==> config.mk <==
export PLATFORM = sky130hd
export DESIGN_NAME = mem_dump_reader
export DESIGN_NICKNAME = d
export VERILOG_FILES = /design/src/rtl/mem_dump_reader.sv
export SDC_FILE = /design/constraint.sdc
export NUM_CORES = 1
export LEC_CHECK = 0
export BUFFER_PORTS_ARGS = -buffer_cell sky130_fd_sc_hd__clkbuf_2
export CORE_MARGIN = 2
export CORE_UTILIZATION = 53
export CTS_BUF_LIST = sky130_fd_sc_hd__clkbuf_2
export DETAILED_ROUTE_END_ITERATION = 8
export GPL_ROUTABILITY_DRIVEN = 0
export PLACE_DENSITY = 0.8
export SLEW_MARGIN = 20
export SYNTH_ARGS = -nofsm -noshare
export SYNTH_HDL_FRONTEND = slang
export SYNTH_SLANG_ARGS = --single-unit
==> constraint.sdc <==
create_clock -name i_clk -period 2.11 [get_ports i_clk]
set_clock_uncertainty 0.05 [all_clocks]
set_input_delay 0.3165 -clock i_clk [delete_from_list [all_inputs] [get_ports i_clk]]
set_output_delay 0.3165 -clock i_clk [all_outputs]
set_load 0.05 [all_outputs]
==> src/rtl/mem_dump_reader.sv <==
// mem_dump_reader: walks the data memory read port from word 0 upward and streams each word MSB byte first
// over a valid/ready byte interface.
module mem_dump_reader #(
    parameter int NB_BITS = 32,
    parameter int NB_ADDR = 8,
    parameter int N_WORDS = 256
) (
    input  logic               i_clk,
    input  logic               i_rst,
    input  logic               i_start,
    input  logic               i_tx_ready,
    input  logic [NB_BITS-1:0] i_mem_data,
    output logic [NB_ADDR-1:0] o_mem_addr,
    output logic               o_mem_re,
    output logic [7:0]         o_tx_data,
    output logic               o_tx_valid,
    output logic               o_busy,
    output logic               o_done
);
    localparam int N_BYTES = NB_BITS / 8;
    localparam int NB_BCNT = N_BYTES > 1 ? $clog2(N_BYTES) : 1;
    localparam logic [NB_ADDR-1:0] LAST_WORD = NB_ADDR'(N_WORDS - 1);
    localparam logic [NB_BCNT-1:0] LAST_BYTE = NB_BCNT'(N_BYTES - 1);

    typedef enum logic [2:0] {IDLE, READ, WAIT, SEND, DONE} state_t;

    state_t             state, state_next;
    logic [NB_ADDR-1:0] word_cnt;
    logic [NB_BCNT-1:0] byte_cnt;
    logic [NB_BITS-1:0] shreg;
    logic               hs, last_byte;

    assign hs        = (state == SEND) && i_tx_ready;
    assign last_byte = hs && (byte_cnt == LAST_BYTE);

    always_ff @(posedge i_clk) state <= i_rst ? IDLE : state_next;

    always_comb begin
        state_next = state;
        o_mem_addr = word_cnt;
        o_mem_re   = (state == READ);
        o_tx_valid = (state == SEND);
        o_tx_data  = shreg[NB_BITS-1 -: 8];
        o_busy     = (state != IDLE);
        o_done     = (state == DONE);
        case (state)
            IDLE:    state_next = i_start ? READ : IDLE;
            READ:    state_next = WAIT;
            WAIT:    state_next = SEND;
            SEND:    state_next = !last_byte ? SEND : (word_cnt == LAST_WORD) ? DONE : READ;
            default: state_next = IDLE;
        endcase
    end

    // The word counter stops at the terminal address, so it never wraps back to 0.
    always_ff @(posedge i_clk) begin
        if (i_rst) begin
            word_cnt <= '0;
            byte_cnt <= '0;
            shreg    <= '0;
        end else begin
            if (state == IDLE && i_start)
                word_cnt <= '0;
            else if (last_byte && word_cnt != LAST_WORD)
                word_cnt <= word_cnt + 1'b1;
            if (state == WAIT) begin
                shreg    <= i_mem_data;
                byte_cnt <= '0;
            end else if (hs) begin
                shreg    <= shreg << 8;
                byte_cnt <= byte_cnt + 1'b1;
            end
        end
    end
endmodule

# [After elaboration in Yosys (flattened, before gate mapping)]
# Index checks and enable logic that the tools add are counted.
[word_totals] output_inout_bits=20 input_bits=36 latch_bits=0 elab_cells=28 ram_bits=0 mem_count=0 ff_bits=45 romBits=0
[op_classes] n_reduce_logical=9 n_shift=0 add_sub_neg=2 n_mux=6 n_lt_le_gt_ge=0 multipliers=0 n_div=0 n_eq_ne=7 n_bitwise=0
[op_table] cell="32-bit 2-to-1 mux" count=2
[op_table] cell="3-bit case mux with 4 select lines" count=1
[op_table] cell="8-bit by 1-bit adder with 8-bit output (second input constant)" count=1
[op_table] cell="8-bit equality test (second input constant)" count=1
[op_table] cell="8-bit != test (second input constant)" count=1
[op_table] cell="3-bit by 2-bit equality test with 1-bit output (second input constant)" count=2
[op_table] cell="3-bit 2-to-1 mux" count=2
[op_table] cell="1-bit logical AND" count=4
[op_table] cell="2-bit OR reduction" count=2
[op_table] cell="3-bit by 1-bit equality test with 1-bit output (second input constant)" count=1
[op_table] cell="3-bit equality test (second input constant)" count=1
[op_table] cell="3-bit logical NOT" count=1
[op_table] cell="3-bit nonzero test" count=1
[op_table] cell="2-bit by 1-bit adder with 2-bit output (second input constant)" count=1
[op_table] cell="2-bit equality test (second input constant)" count=1
[op_table] cell="2-bit nonzero test" count=1
[op_table] cell="1-bit 2-to-1 mux" count=1

# [Depth between registers and ports, before layout]
[logic_depth] word_depth=5 depth_mapped=7 mapped_depth_nobuf=5

# [Worst setup path after synthesis]
# OpenSTA, ideal clock, no wires.
[synth_path] kind="reg-to-reg" startpoint="register word_cnt[0] (netlist: o_mem_addr[0])" endpoint="register state[0]" path_stages_with_launch=6 slack_ps=136 required_ps=1931 t_arrival_ps=1795 period_less_slack_ps=1974 n_path_buf=0 setup_ps=129 cell_sequence="dfxtp_1 -> ha_1 -> nand3_1 -> or4_1 -> a2bb2oi_1 -> nor3_1"
[synth_via] elab_chain_len=4
[synth_lines] item="from (decl)" line_no="28" source="logic [NB_ADDR-1:0] word_cnt;"
[synth_lines] item="from (signal assigned)" line_no="65" source="word_cnt <= word_cnt + 1'b1;"
[synth_lines] item="8-bit equality test" line_no="50" source="SEND: state_next = !last_byte ? SEND : (word_cnt == LAST_WORD) ? DONE : READ;"
[synth_lines] item="3-bit 2-to-1 mux (2 in a row)" line_no="50"
[synth_lines] item="3-bit case mux with 4 select lines" line_no="46" source="case (state)"
[synth_lines] item="to (signal assigned)" line_no="36" source="always_ff @(posedge i_clk) state <= i_rst ? IDLE : state_next;"
[synth_lines] item="to (decl)" line_no="27" source="state_t state, state_next;"
# Every way passes these cells.
# A chain may end at the register's enable or synchronous reset.

# [Final worst setup path]
[layout_path] startpoint="register state[0]" endpoint="output port o_mem_re"
[layout_via] elab_chain_len=1
[layout_lines] item="3-bit by 1-bit equality test with 1-bit output" line_no="41" source="o_mem_re = (state == READ);"
[layout_lines] item="to (decl)" line_no="14" source="output logic o_mem_re,"
# Every way passes these cells.

==> impl_metrics.yaml <==
synthesis:
  yosys.area_share.xor_xnor_pct: 1.81
  synthesis.area_um2: 1930
  synth_compound_area_share_pct: 25.0
  syn_nets: 250
  netlist_instances: 212
  synth_area_per_cell_um2: 9.11
  synth.distinct_cells: 33
  synth_edf_count: 0
  ys.flop_type: "dfxtp_1"
  yosys_warnings: 0
  ys_seq_area_share_pct: 46.7
  synthAdderAreaFrac_pct: 1.30
  synth-seq-cells: 45
  synthMuxAreaShare_pct: 1.04
  async_reset_ff_share_pct: 0
  synth_top_family_by_area: "compound AO/OA/AOI/OAI gates"
  synth-simple-area-share_pct: 15.9
cts:
  tritoncts: "yes"
  ctsHoldBuffers: 0
  h-tree-depth: 2
  clk_pin_slew_ns: 0.23
  clock-root-buffer: "clkbuf_2"
  clock_latency_ns: 0.41
  postCtsSetupBuffers: 0
  cts-resized-gates: 0
  cts_made_buffers: 5
  cts_buffer_depth: 2
  clock-sinks: 45
route:
  vias: 1632
  ant_nets: 0
  drt-total-wl_mm: 3.90
  wl_per_cell_um: 12.9
  first_pass_iters: 4
  drt_iter0_drc: 127
  viasPerCell: 5.40
  drcViolationCount: 0
sta:
  rsz0062_at_grt: "false"
  tns_ns: 0
  fin_crit_sh_pct: 90.6
  hold_viol_final: 0
  tightest_slew_ns: 0.369
  fmax_ghz: 0.523
  layout_min_cycle_time_ns: 1.91
  maxSlewHeadroom_pct: 75.4
  setup_viol: 0
  maxSlewViolCount: 0
  hold-worst-slack_ns: 0.0943
finish:
  syn2layout_area_growth_pct: 14.0
  n_antenna_cell: 0
  fin_area_um2: 2200
  finish.utilization_pct: 64.4
  final_nets: 293
  drive_gt1_share_pct: 29.3
  final_common_cell: "clkbuf_2"
  final_cell_mix: "clkbuf_2 (60), dfxtp_1 (45), a22oi_1 (32), a21oi_1 (28), nand2_1 (27)"
outcome:
  status: "finished, final reports clean"
floorplanning:
  coreArea_um2: 3420
  die_area_um2: 4140
  start_util_pct: 56.5
  die_h_um: 64.4
  fp-row-count: 21
  fp.dieW_um: 64.4
  ios: 56
worst_hold_path:
  worstHoldPathCells: 3
  worstHoldPathType: "primary input to flip-flop"
  min_to: "shreg[6]"
  worstHoldStart: "i_mem_data[6]"
setup_path:
  critPathCaptureType: "output port"
  cp_data_arrival_time_ns: 1.55
  reg2reg_to: "state[0]"
  r2r_cells: 5
  critPathKind: "flip-flop to output port"
  crit_path_max_fanout: 10
  worstPathRequired_ns: 1.74
  worstReg2RegStart: "o_mem_addr[0]"
  start_kind: "flip-flop"
  r2r_slack_ns: 0.34
global_routing:
  grt_remaining_overflow: 0
  grt_pass1_wl_mm: 6.35
  grt_max_degree: 38
  antenna_found_initial: 0
  track_usage_pct: 19.6
  grt_pass1_vias: 1441
power:
  clkPwrFrac_pct: 24.1
  p_int_mw: 1.06
  seqPwrFrac_pct: 60.7
  sw_frac_of_total_pct: 29.7
  power.density_nw_per_um2: 684
  max-vdd-ir-drop_uv: 364
  combPwrFrac_pct: 15.2
  p_switching_uw: 447
  finalPower_mw: 1.51
  cellLeakagePower_nw: 0.877
run:
  drv_cap: 0
placed_design:
  io_buffers: 55
  post_dp_cell_area_um2: 2150
  hpwl_mm: 2.66
==> area by class of cell <==
class	count	area, µm²
Multi-Input combinational cell	141	875
Sequential cell	45	901
Fill cell	325	1210
Tap cell	46	57.6
Clock buffer	5	25.0
Timing Repair Buffer	60	313
Inverter	2	7.51
Clock inverter	3	22.5
==> power groups by stage <==
stage               Clock (mW)  Sequential [mW]  Combinational, mW
floorplan                    0            0.919              0.184
global placement             0            0.929              0.225
detailed placement           0            0.930              0.227
CTS                      0.374            0.914              0.228
global route             0.423            0.920              0.249
finish                   0.363            0.914              0.228
==> worst max path at each step <==
| stage | start | to | slack [ns] | depth (start not counted) |
|---|---|---|---|---|
| detailed placement | o_mem_addr[0] | state[0] | 0.35 | 5 |
| CTS | state[0] | o_mem_re | 0.18 | 2 |
| global route | state[0] | o_mem_re | 0.1 | 2 |
| finish | state[0] | o_mem_re | 0.20 | 2 |
| global placement | state[0] | o_mem_addr[6] | 0.45 | 4 |
| floorplan | o_mem_addr[0] | state[0] | 0.14 | 5 |
==> sequential cells by signal (all words and copies together), names as in the netlist <==
register    flops
state           3
o_mem_addr      8
byte_cnt        2
shreg          32
==> worst max-delay path, cell delays in order, from the launching register on <==
cell      delay, ns
dfxtp_1        0.57
nor3b_1        0.27
clkbuf_2       0.32
==> metrics by stage <==
step,worst slack [ns],instances
6_report,0.198,302
5_1_grt,0.0999,302
4_1_cts,0.180,302
3_5_place_dp,0.355,294
3_3_place_gp,0.453,294
2_1_floorplan,0.136,212
==> metal layers <==
metal	vias to the layer above	share of wire (%)	track usage [%]
li1	845	-	-
met3	6	6.1	5.99
met2	57	43	28.1
met4	0	1.8	7.71
met5	-	0	0
met1	724	49	27.4
==> cells by family after synthesis <==
logic type	after synthesis
xor+xnor	4
fa+ha+maj	2
simple gates	62
flops	45
mux	2
buf+inv	26
compound gates	71
==> cells in the mapped netlist (2+ instances only) <==
| library cell | count | share of area [%] |
|---|---|---|
| dfxtp_1 | 45 | 47 |
| a22oi_1 | 32 | 12 |
| a21oi_1 | 28 | 7.3 |
| nand2_1 | 27 | 5.2 |
| nor2_1 | 14 | 2.7 |
| buf_4 | 13 | 5.1 |
| buf_2 | 6 | 1.6 |
| clkbuf_1 | 4 | 0.78 |
| nor3_1 | 4 | 1.0 |
| o21ai_0 | 4 | 1.0 |
| or3_1 | 4 | 1.3 |
| nand3_1 | 3 | 0.78 |
| xor2_1 | 3 | 1.4 |
| ha_1 | 2 | 1.3 |
| inv_1 | 2 | 0.39 |
| mux2i_1 | 2 | 1.0 |
| nor3b_1 | 2 | 0.78 |
| or4_1 | 2 | 0.78 |
No activity file was read; power rests on OpenSTA's default activity.
